## src/rtl/dma_ctrlr_mc_if.sv

```systemverilog
// Bundle of the CPU descriptor port, the status outputs and the data-mover
// engine start/done port of the DMA dispatch controller.
interface dma_ctrlr_mc_if #(
  parameter int ADDR_WIDTH = 64,
  parameter int NCH        = 2,
  parameter int DEPTH      = 4
);
  localparam int CH_W  = $clog2(NCH);
  localparam int CNT_W = $clog2(DEPTH + 1);

  logic [ADDR_WIDTH-1:0] cpu_src_addr;
  logic [ADDR_WIDTH-1:0] cpu_dest_addr;
  logic [ADDR_WIDTH-1:0] cpu_length;
  logic [CH_W-1:0]       cpu_ch;
  logic                  cpu_valid;
  logic                  cpu_ready;
  logic                  cpu_abort;
  logic                  err_clr;

  logic                  busy;
  logic [CNT_W-1:0]      fifo_level;
  logic [15:0]           done_count;
  logic                  err_zero_len;
  logic                  err_bad_ch;

  logic [ADDR_WIDTH-1:0] dm_src_addr;
  logic [ADDR_WIDTH-1:0] dm_dest_addr;
  logic [ADDR_WIDTH-1:0] dm_length;
  logic [NCH-1:0]        dm_start;
  logic [NCH-1:0]        dm_done;

  // Controller side
  modport slave (
    input  cpu_src_addr, cpu_dest_addr, cpu_length, cpu_ch, cpu_valid,
    input  cpu_abort, err_clr, dm_done,
    output cpu_ready, busy, fifo_level, done_count, err_zero_len, err_bad_ch,
    output dm_src_addr, dm_dest_addr, dm_length, dm_start
  );

  // CPU / engine-model side
  modport master (
    output cpu_src_addr, cpu_dest_addr, cpu_length, cpu_ch, cpu_valid,
    output cpu_abort, err_clr, dm_done,
    input  cpu_ready, busy, fifo_level, done_count, err_zero_len, err_bad_ch,
    input  dm_src_addr, dm_dest_addr, dm_length, dm_start
  );
endinterface

```

## src/rtl/dma_ctrlr_mc.sv

```systemverilog
// DMA descriptor queue and in-order dispatcher for NCH data-mover engines.
//
// state   | meaning
// --------+--------------------------------------------------------------
// IDLE    | descriptor FIFO empty
// CHECK   | head descriptor valid, evaluated for dispatch/drop
// BLOCKED | head descriptor targets a busy engine (stalls the whole queue)
module dma_ctrlr_mc #(
  parameter int ADDR_WIDTH = 64,
  parameter int NCH        = 2,
  parameter int DEPTH      = 4
) (
  input logic           aclk,
  input logic           aresetn,
  dma_ctrlr_mc_if.slave bus
);
  localparam int CH_W   = $clog2(NCH);
  localparam int CNT_W  = $clog2(DEPTH + 1);
  localparam int PTR_W  = $clog2(DEPTH);
  localparam int CH_PAD = 1 << CH_W;

  typedef enum logic [1:0] {IDLE, CHECK, BLOCKED} state_t;
  state_t state, state_next;

  logic [ADDR_WIDTH-1:0] src_mem [DEPTH];
  logic [ADDR_WIDTH-1:0] dst_mem [DEPTH];
  logic [ADDR_WIDTH-1:0] len_mem [DEPTH];
  logic [CH_W-1:0]       ch_mem  [DEPTH];

  logic [PTR_W-1:0]      wr_ptr, rd_ptr;
  logic [CNT_W-1:0]      count, count_next;
  logic [NCH-1:0]        eng_busy, eng_busy_next, done_ok;
  logic [CH_PAD-1:0]     busy_pad, start_pad;
  logic [15:0]           done_inc;
  logic                  full, push, pop, active, dispatch, head_blocked;
  logic                  head_bad_ch, head_zero_len;

  logic [ADDR_WIDTH-1:0] head_src, head_dst, head_len;
  logic [CH_W-1:0]       head_ch;

  assign full          = (count == CNT_W'(DEPTH));
  assign bus.cpu_ready = !full && !bus.cpu_abort;
  assign push          = bus.cpu_valid && bus.cpu_ready;
  assign bus.fifo_level = count;

  assign head_src = src_mem[rd_ptr];
  assign head_dst = dst_mem[rd_ptr];
  assign head_len = len_mem[rd_ptr];
  assign head_ch  = ch_mem[rd_ptr];

  // Head decode: drop illegal/empty descriptors, dispatch to idle engines.
  // Engine busy bits are padded to a power of two so an out-of-range channel
  // still indexes a defined (zero) bit.
  always_comb begin
    busy_pad = '0;
    busy_pad[NCH-1:0] = eng_busy;
    head_bad_ch   = ({1'b0, head_ch} >= (CH_W + 1)'(NCH));
    head_zero_len = (head_len == '0);
    active        = (state != IDLE) && !bus.cpu_abort;
    pop           = active && (head_bad_ch || head_zero_len || !busy_pad[head_ch]);
    dispatch      = active && !head_bad_ch && !head_zero_len && !busy_pad[head_ch];
    head_blocked  = active && !pop;
    start_pad = '0;
    if (dispatch) start_pad[head_ch] = 1'b1;
    done_ok  = bus.dm_done & eng_busy;
    done_inc = '0;
    for (int i = 0; i < NCH; i++) done_inc = done_inc + 16'(done_ok[i]);
    eng_busy_next = (eng_busy & ~bus.dm_done) | start_pad[NCH-1:0];
    if (bus.cpu_abort) count_next = '0;
    else               count_next = count + CNT_W'(push) - CNT_W'(pop);
  end

  // Next-state: queue occupancy after this edge, and whether the head stalled.
  always_comb begin
    state_next = state;
    if (count_next == '0)  state_next = IDLE;
    else if (head_blocked) state_next = BLOCKED;
    else                   state_next = CHECK;
  end

  // State register.
  always_ff @(posedge aclk) begin
    if (!aresetn) state <= IDLE;
    else          state <= state_next;
  end

  // Descriptor storage; contents are don't-care until written.
  always_ff @(posedge aclk) begin
    if (push) begin
      src_mem[wr_ptr] <= bus.cpu_src_addr;
      dst_mem[wr_ptr] <= bus.cpu_dest_addr;
      len_mem[wr_ptr] <= bus.cpu_length;
      ch_mem[wr_ptr]  <= bus.cpu_ch;
    end
  end

  // Queue pointers, engine tracking, dispatch outputs and status.
  always_ff @(posedge aclk) begin
    if (!aresetn) begin
      wr_ptr           <= '0;
      rd_ptr           <= '0;
      count            <= '0;
      eng_busy         <= '0;
      bus.dm_start     <= '0;
      bus.dm_src_addr  <= '0;
      bus.dm_dest_addr <= '0;
      bus.dm_length    <= '0;
      bus.done_count   <= '0;
      bus.err_zero_len <= 1'b0;
      bus.err_bad_ch   <= 1'b0;
      bus.busy         <= 1'b0;
    end else begin
      if (bus.cpu_abort) begin
        wr_ptr <= '0;
        rd_ptr <= '0;
      end else begin
        if (push) wr_ptr <= wr_ptr + PTR_W'(1);
        if (pop)  rd_ptr <= rd_ptr + PTR_W'(1);
      end
      count        <= count_next;
      eng_busy     <= eng_busy_next;
      bus.dm_start <= start_pad[NCH-1:0];
      if (dispatch) begin
        bus.dm_src_addr  <= head_src;
        bus.dm_dest_addr <= head_dst;
        bus.dm_length    <= head_len;
      end
      bus.done_count <= bus.done_count + done_inc;
      // A new error wins over a simultaneous clear.
      if (pop && head_bad_ch)        bus.err_bad_ch <= 1'b1;
      else if (bus.err_clr)          bus.err_bad_ch <= 1'b0;
      if (pop && head_zero_len)      bus.err_zero_len <= 1'b1;
      else if (bus.err_clr)          bus.err_zero_len <= 1'b0;
      bus.busy <= (count_next != '0) || (|eng_busy_next);
    end
  end
endmodule

```

## src/flat_wrapper.sv

```systemverilog
// flat-port wrapper written by rule: the top's interface ports become plain ports
module dma_ctrlr_mc_flat 
#(
  parameter int ADDR_WIDTH = 64,
  parameter int NCH        = 2,
  parameter int DEPTH      = 4
)
  (aclk, aresetn, bus_cpu_src_addr, bus_cpu_dest_addr, bus_cpu_length, bus_cpu_ch, bus_cpu_valid, bus_cpu_abort, bus_err_clr, bus_dm_done, bus_cpu_ready, bus_busy, bus_fifo_level, bus_done_count, bus_err_zero_len, bus_err_bad_ch, bus_dm_src_addr, bus_dm_dest_addr, bus_dm_length, bus_dm_start);
  dma_ctrlr_mc_if #(.ADDR_WIDTH(ADDR_WIDTH), .NCH(NCH), .DEPTH(DEPTH)) bus_i ();
  input logic aclk;
  input logic aresetn;
  input wire logic [$bits(bus_i.cpu_src_addr)-1:0] bus_cpu_src_addr;
  input wire logic [$bits(bus_i.cpu_dest_addr)-1:0] bus_cpu_dest_addr;
  input wire logic [$bits(bus_i.cpu_length)-1:0] bus_cpu_length;
  input wire logic [$bits(bus_i.cpu_ch)-1:0] bus_cpu_ch;
  input wire logic [$bits(bus_i.cpu_valid)-1:0] bus_cpu_valid;
  input wire logic [$bits(bus_i.cpu_abort)-1:0] bus_cpu_abort;
  input wire logic [$bits(bus_i.err_clr)-1:0] bus_err_clr;
  input wire logic [$bits(bus_i.dm_done)-1:0] bus_dm_done;
  output wire logic [$bits(bus_i.cpu_ready)-1:0] bus_cpu_ready;
  output wire logic [$bits(bus_i.busy)-1:0] bus_busy;
  output wire logic [$bits(bus_i.fifo_level)-1:0] bus_fifo_level;
  output wire logic [$bits(bus_i.done_count)-1:0] bus_done_count;
  output wire logic [$bits(bus_i.err_zero_len)-1:0] bus_err_zero_len;
  output wire logic [$bits(bus_i.err_bad_ch)-1:0] bus_err_bad_ch;
  output wire logic [$bits(bus_i.dm_src_addr)-1:0] bus_dm_src_addr;
  output wire logic [$bits(bus_i.dm_dest_addr)-1:0] bus_dm_dest_addr;
  output wire logic [$bits(bus_i.dm_length)-1:0] bus_dm_length;
  output wire logic [$bits(bus_i.dm_start)-1:0] bus_dm_start;
  assign bus_i.cpu_src_addr = bus_cpu_src_addr;
  assign bus_i.cpu_dest_addr = bus_cpu_dest_addr;
  assign bus_i.cpu_length = bus_cpu_length;
  assign bus_i.cpu_ch = bus_cpu_ch;
  assign bus_i.cpu_valid = bus_cpu_valid;
  assign bus_i.cpu_abort = bus_cpu_abort;
  assign bus_i.err_clr = bus_err_clr;
  assign bus_i.dm_done = bus_dm_done;
  assign bus_cpu_ready = bus_i.cpu_ready;
  assign bus_busy = bus_i.busy;
  assign bus_fifo_level = bus_i.fifo_level;
  assign bus_done_count = bus_i.done_count;
  assign bus_err_zero_len = bus_i.err_zero_len;
  assign bus_err_bad_ch = bus_i.err_bad_ch;
  assign bus_dm_src_addr = bus_i.dm_src_addr;
  assign bus_dm_dest_addr = bus_i.dm_dest_addr;
  assign bus_dm_length = bus_i.dm_length;
  assign bus_dm_start = bus_i.dm_start;
  dma_ctrlr_mc #(.ADDR_WIDTH(ADDR_WIDTH), .NCH(NCH), .DEPTH(DEPTH)) u_core (.aclk(aclk), .aresetn(aresetn), .bus(bus_i));
endmodule
```

## config.mk

```make
export PLATFORM = sky130hd
export DESIGN_NAME = dma_ctrlr_mc_flat
export DESIGN_NICKNAME = d
export VERILOG_FILES = /design/src/rtl/dma_ctrlr_mc_if.sv /design/src/rtl/dma_ctrlr_mc.sv /design/src/flat_wrapper.sv
export SDC_FILE = /design/constraint.sdc
export NUM_CORES = 1
export LEC_CHECK = 0
export CORE_MARGIN = 2
export CORE_UTILIZATION = 50
export DETAILED_ROUTE_END_ITERATION = 12
export PLACE_DENSITY = 0.75
export SETUP_SLACK_MARGIN = 0.1
export SLEW_MARGIN = 20
export SYNTH_ARGS = -nofsm -noshare
export SYNTH_HDL_FRONTEND = slang
export SYNTH_SLANG_ARGS = --single-unit
```

## constraint.sdc

```tcl
create_clock -name aclk -period 8.1 [get_ports aclk]
set_clock_uncertainty 0.2 [all_clocks]
set_input_delay 2.43 -clock aclk [delete_from_list [all_inputs] [get_ports aclk]]
set_output_delay 2.43 -clock aclk [all_outputs]
set_load 0.01 [all_outputs]
```

Word level (Yosys, flattened, before mapping). Memory sizes are Yosys's and may differ from the RTL's. A register that Yosys moved wholly into a read port is not among the register bits. Cells that the tools add are included.

Flip-flop bits (word level): 95. RAM bits: 772. Bits of input ports: 200. Output and inout bits: 217. Logic and storage cells: 69. Memories: 4.

Add/sub/neg operators: 6. $lt $le $gt $ge: 2. Eq/ne operators: 1. Mux-type cells: 15. Bitwise gates (word level): 5. Reductions and logical operators: 26.

Memories: u_core.dst_mem (words 4, width 64, read ports 1, clocked after memory_dff 1, wr ports 1, line dma_ctrlr_mc.sv:26) `logic [ADDR_WIDTH-1:0] dst_mem [DEPTH];`; u_core.len_mem (words 4, width 64, read ports 1, clocked after memory_dff 1, wr ports 1, line dma_ctrlr_mc.sv:27) `logic [ADDR_WIDTH-1:0] len_mem [DEPTH];`; u_core.src_mem (words 4, width 64, read ports 1, clocked after memory_dff 1, wr ports 1, line dma_ctrlr_mc.sv:25) `logic [ADDR_WIDTH-1:0] src_mem [DEPTH];`; u_core.ch_mem (words 4, width 1, read ports 1, clocked after memory_dff 1, wr ports 1, line dma_ctrlr_mc.sv:28) `logic [CH_W-1:0] ch_mem [DEPTH];`.

Operators by type and width (number): $logic_not A64 Y1 (1); $add A16 B16 Y16 (1); $mux W2 (6); $logic_and A1 B1 Y1 (9); $logic_not A1 Y1 (7); $mux W1 (7); $reduce_or A2 Y1 (3); $add A2 B1 Y2 const B (2); $and A2 B2 Y2 (2); $reduce_bool A2 Y1 (2); $add A3 B1 Y3 (1); $eq A3 B3 Y1 const B (1); $logic_not A3 Y1 (1); $mux W3 (1); $reduce_bool A3 Y1 (1); $sub A3 B1 Y3 (1); $add A1 B1 Y2 (1); $logic_or A1 B1 Y1 (2); $lt A1 B2 Y1 const B (1); $not A2 Y2 (1); $or A2 B2 Y2 (1); $demux W1 S1 (1); $ge A1 B1 Y1 const B (1); $not A1 Y1 (1).

Logic depth before layout (Yosys ltp).
Word-level depth: 9. Depth in mapped cells: 19.

Worst setup path after synthesis. No wires, ideal clock.

Kind: input to register. Start point: input bus_cpu_abort. End point: memory u_core.ch_mem[0] (netlist bit), enable pin. Library setup time: 579 ps. Arrival: 7297 ps. Slack: 24 ps. Stages: 2. Buffers on the path: 0. Cell sequence: a21oi_1 -> and3_1.

Word-level cells in the longest chain between the ends: 5.

Ends and longest elaborated chain: from (decl) (line flat_wrapper.sv:17) `input wire logic [$bits(bus_i.cpu_abort)-1:0] bus_cpu_abort;`; $logic_not A1 Y1 (line dma_ctrlr_mc.sv:42) `assign bus.cpu_ready = !full && !bus.cpu_abort;`; $logic_and A1 B1 Y1 (line dma_ctrlr_mc.sv:42); $logic_and A1 B1 Y1 (line dma_ctrlr_mc.sv:43) `assign push = bus.cpu_valid && bus.cpu_ready;`; $mux W1 (line dma_ctrlr_mc.sv:89) `if (push) begin`; $mux W1 (not written as such) (line dma_ctrlr_mc.sv:93) `ch_mem[wr_ptr] <= bus.cpu_ch;`; to (decl) (line dma_ctrlr_mc.sv:28).

No other way between the ends.

Worst setup path in the final report.
Start point: input bus_cpu_abort. End point: output bus_cpu_ready.

Word-level cells in the longest chain between the ends: 2.

Ends and longest elaborated chain: $logic_not A1 Y1 (line dma_ctrlr_mc.sv:42); $logic_and A1 B1 Y1 (line dma_ctrlr_mc.sv:42); to (decl) (line flat_wrapper.sv:20) `output wire logic [$bits(bus_i.cpu_ready)-1:0] bus_cpu_ready;`.

No other way between the ends.

==> metrics.yaml <==
status: "completed"
worst_hold_path_type: "reg -> reg"
total_leakage_power_nw: 14.14
clkPwrFrac_pct: 43.9
die_x_um: 274.4
worst_slack_ns: 1.486
drt_first_pass_iters: 5
antenna_found_initial: 16
yosysSeqAreaShare_pct: 75.74
post-place-ws_ns: 1.518
clkSlewWorstSetupHoldPaths_ns: 0.06
synth_edf_count: 772
grt_usage_pct: 22.82
num_vias: 20700
p_total_w: 0.01140
p_sw_w: 0.002406
finalSetupViolations: 0
crit_type: "in -> out"
synth-adder-area-share_pct: 0.4176
synth_xor_xnor_area_share_pct: 0.3834
critPathMaxFanout: 6
p_seq_share_pct: 50.1
synth_area_leader_cell: "edfxtp_1"
slew_violations: 0
crit_arrival_ns: 3.98
wl_per_cell_um: 24.71
syn-cell-area_mm2: 0.03655
area.growth.synth_to_final_pct: 23.93
synth.area.top_cells: "edfxtp_1 63%, dfxtp_1 12%, mux4_2 12%"
hold-path-endpoint: "u_core.bus.dm_dest_addr[29]"
synth_nets: 2285
hp-start: "u_core.bus.dm_dest_addr[29]"
port_buffers: 415
cp_common_cell: "clkdlybuf4s50_1"
n_fill_cell: 5023
core_area_mm2: 0.07271
fin_crit_ns: 6.614
grt_pass1_wl_um: 129700
cts-htree-levels: 3
cts_resized: 0
synth-simple-area-share_pct: 6.757
crit_path_end_kind: "primary output"
timing.final.crit_share_pct: 81.65
die_y_um: 274.4
cts_hold_buf: 0
die-area_mm2: 0.07529
root_buffer: "clkbuf_16"
first_global_vias: 21030
worst_pin_slew_ns: 1.245
final_common_cell: "edfxtp_1"
ys_warn_count: 0
cpPeakStageDelay_ns: 0.63
place_congestion: 0.8100
path_cells: "clkdlybuf4s50_1 > a21oi_1 > clkdlybuf4s50_1"
drcViolationCount: 0
maxSlewHeadroom_pct: 16.98
synth.distinct_cells: 37
synth_compound_area_share_pct: 2.855
synth_ff_type: "edfxtp_1"
pwr-share-comb_pct: 6.0
overflow: 0
finalHoldViolCount: 0
clock_path_buffers: 3
crit_required_ns: 5.47
num_rows: 99
async_flop_share_pct: 0
setup_tns_ns: 0
intPower_w: 0.008989
dp.cells: 3313
startpoint_type: "input port"
cts_buffers: 103
cts_sinks: 997
rsz0062_at_grt: "false"
cap_viol_max_count: 0
yosysTopAreaCellShare_pct: 63.42
dp_hpwl_um: 48750
peakVddDrop_v: 0.0001816
sw_frac_of_total_pct: 21.12
nNetsFinal: 2670
grt_max_degree: 196
r2r_cells: 17
io_pins: 417
post-cts-setup-buffers: 0
powerDensity_mw_per_mm2: 251.5
first_iter_violations: 2013
finalNonFillerCells: 3519
ys_seq_elements: 997
synthCells: 2074
synth_top_family_by_area: "multiplexers"
critPathSlowestCell: "clkdlybuf4s50_1"
ant_nets: 0
syn_avg_cell_area_um2: 17.62
fin_hold_ws_ns: 0.2541
r2r-end: "u_core.bus.busy"
mostFrequentLayoutCells: "772 x edfxtp_1, 414 x clkdlybuf4s50_1, 221 x dfxtp_1"
hold_path_depth: 2
rrSetupSlack_ns: 2.10
synth.area.mux_share_pct: 11.97
start_util_pct: 50.27
worstSkewPairLatency_ns: 0.66
viasPerCell: 5.883
drt-total-wl_um: 86950
fmax_ghz: 0.1512
cts_tree: "done"
drive_above_1_share_pct: 15.33
power by group through the flow:
stage	Sequential [W]	Combinational, W	Clock, W
2_1_floorplan	0.00583	0.000284	0
3_3_place_gp	0.00581	0.000668	0
3_5_place_dp	0.00582	0.000684	0
4_1_cts	0.00571	0.000690	0.00508
5_1_grt	0.00572	0.000732	0.00528
6_report	0.00571	0.000684	0.00500
layout make-up:
type	instances	area [um^2]	share of cell area [%]
repair buffers	437	4466	9.857
well taps	959	1200	2.649
inverters	11	41.29	0.09114
diodes	10	25.02	0.05524
multi-input cells	909	8213	18.13
clock inverters	61	870.8	1.922
flip-flops and latches	997	27700	61.14
clock buffers	135	2788	6.153
metrics by stage:
step	util, %	instance area, um^2
final	62.30	45300
after global routing	62.29	45290
after CTS	62.26	45270
after detailed placement	57.23	41610
after global placement	57.23	41610
after floorplan	-	36560
cells in the mapped netlist, types with 3 or more instances:
library cell  count
and2_1           19
and3_1            7
buf_1            27
buf_2            19
buf_4             3
clkbuf_1        106
dfxtp_1         225
edfxtp_1        772
ha_1              9
inv_1            11
mux2i_1           3
mux4_2          193
nand2_1         200
nand3_1           7
nand4_1         199
nor2_1           13
nor2b_1           7
nor3_1            3
nor4_1           18
o21ai_0         195
xnor2_1          12
xor2_1            4
sequential cells by signal, summed over array words and instances (netlist names), 3 cells and up, named ones only:
register	cells
u_core.dst_mem	256
u_core.bus.done_count	16
u_core.len_mem	256
u_core.bus.fifo_level	3
u_core.ch_mem	4
u_core.bus.dm_src_addr	64
u_core.bus.dm_length	64
u_core.src_mem	256
u_core.bus.dm_dest_addr	64
cells by family after synthesis:
kind of cell,after synthesis
DFF,997
and+or+nand+nor,481
AOI/OAI and AO/OA,204
muxes,196
buffers and inverters,168
xor gates and xnor gates,16
adders and majority gates,11
other,1
per-layer routing:
metal  global-route usage, %  vias to the layer above  wire length, um
li1                        -                     9044                -
met1                   30.53                    10640            34630
met2                   36.99                      850            43020
met3                   4.852                      155             6352
met4                   8.710                       14             2856
met5                       0                        -               97
worst max path at each step:
stage | start | to | slack, ns
2_1_floorplan | bus_cpu_abort | u_core.ch_mem[0] | 2.24
3_3_place_gp | bus_cpu_abort | bus_cpu_ready | 1.54
3_5_place_dp | bus_cpu_abort | bus_cpu_ready | 1.52
4_1_cts | bus_cpu_abort | bus_cpu_ready | 1.51
5_1_grt | bus_cpu_abort | bus_cpu_ready | 1.40
6_report | bus_cpu_abort | bus_cpu_ready | 1.49
critical path: cells and delay by family:
kind            cells  cell delay (ns)
compound gates      1             0.45
buf+inv             2             1.10
Note: power is estimated with default switching activity, not from simulation.
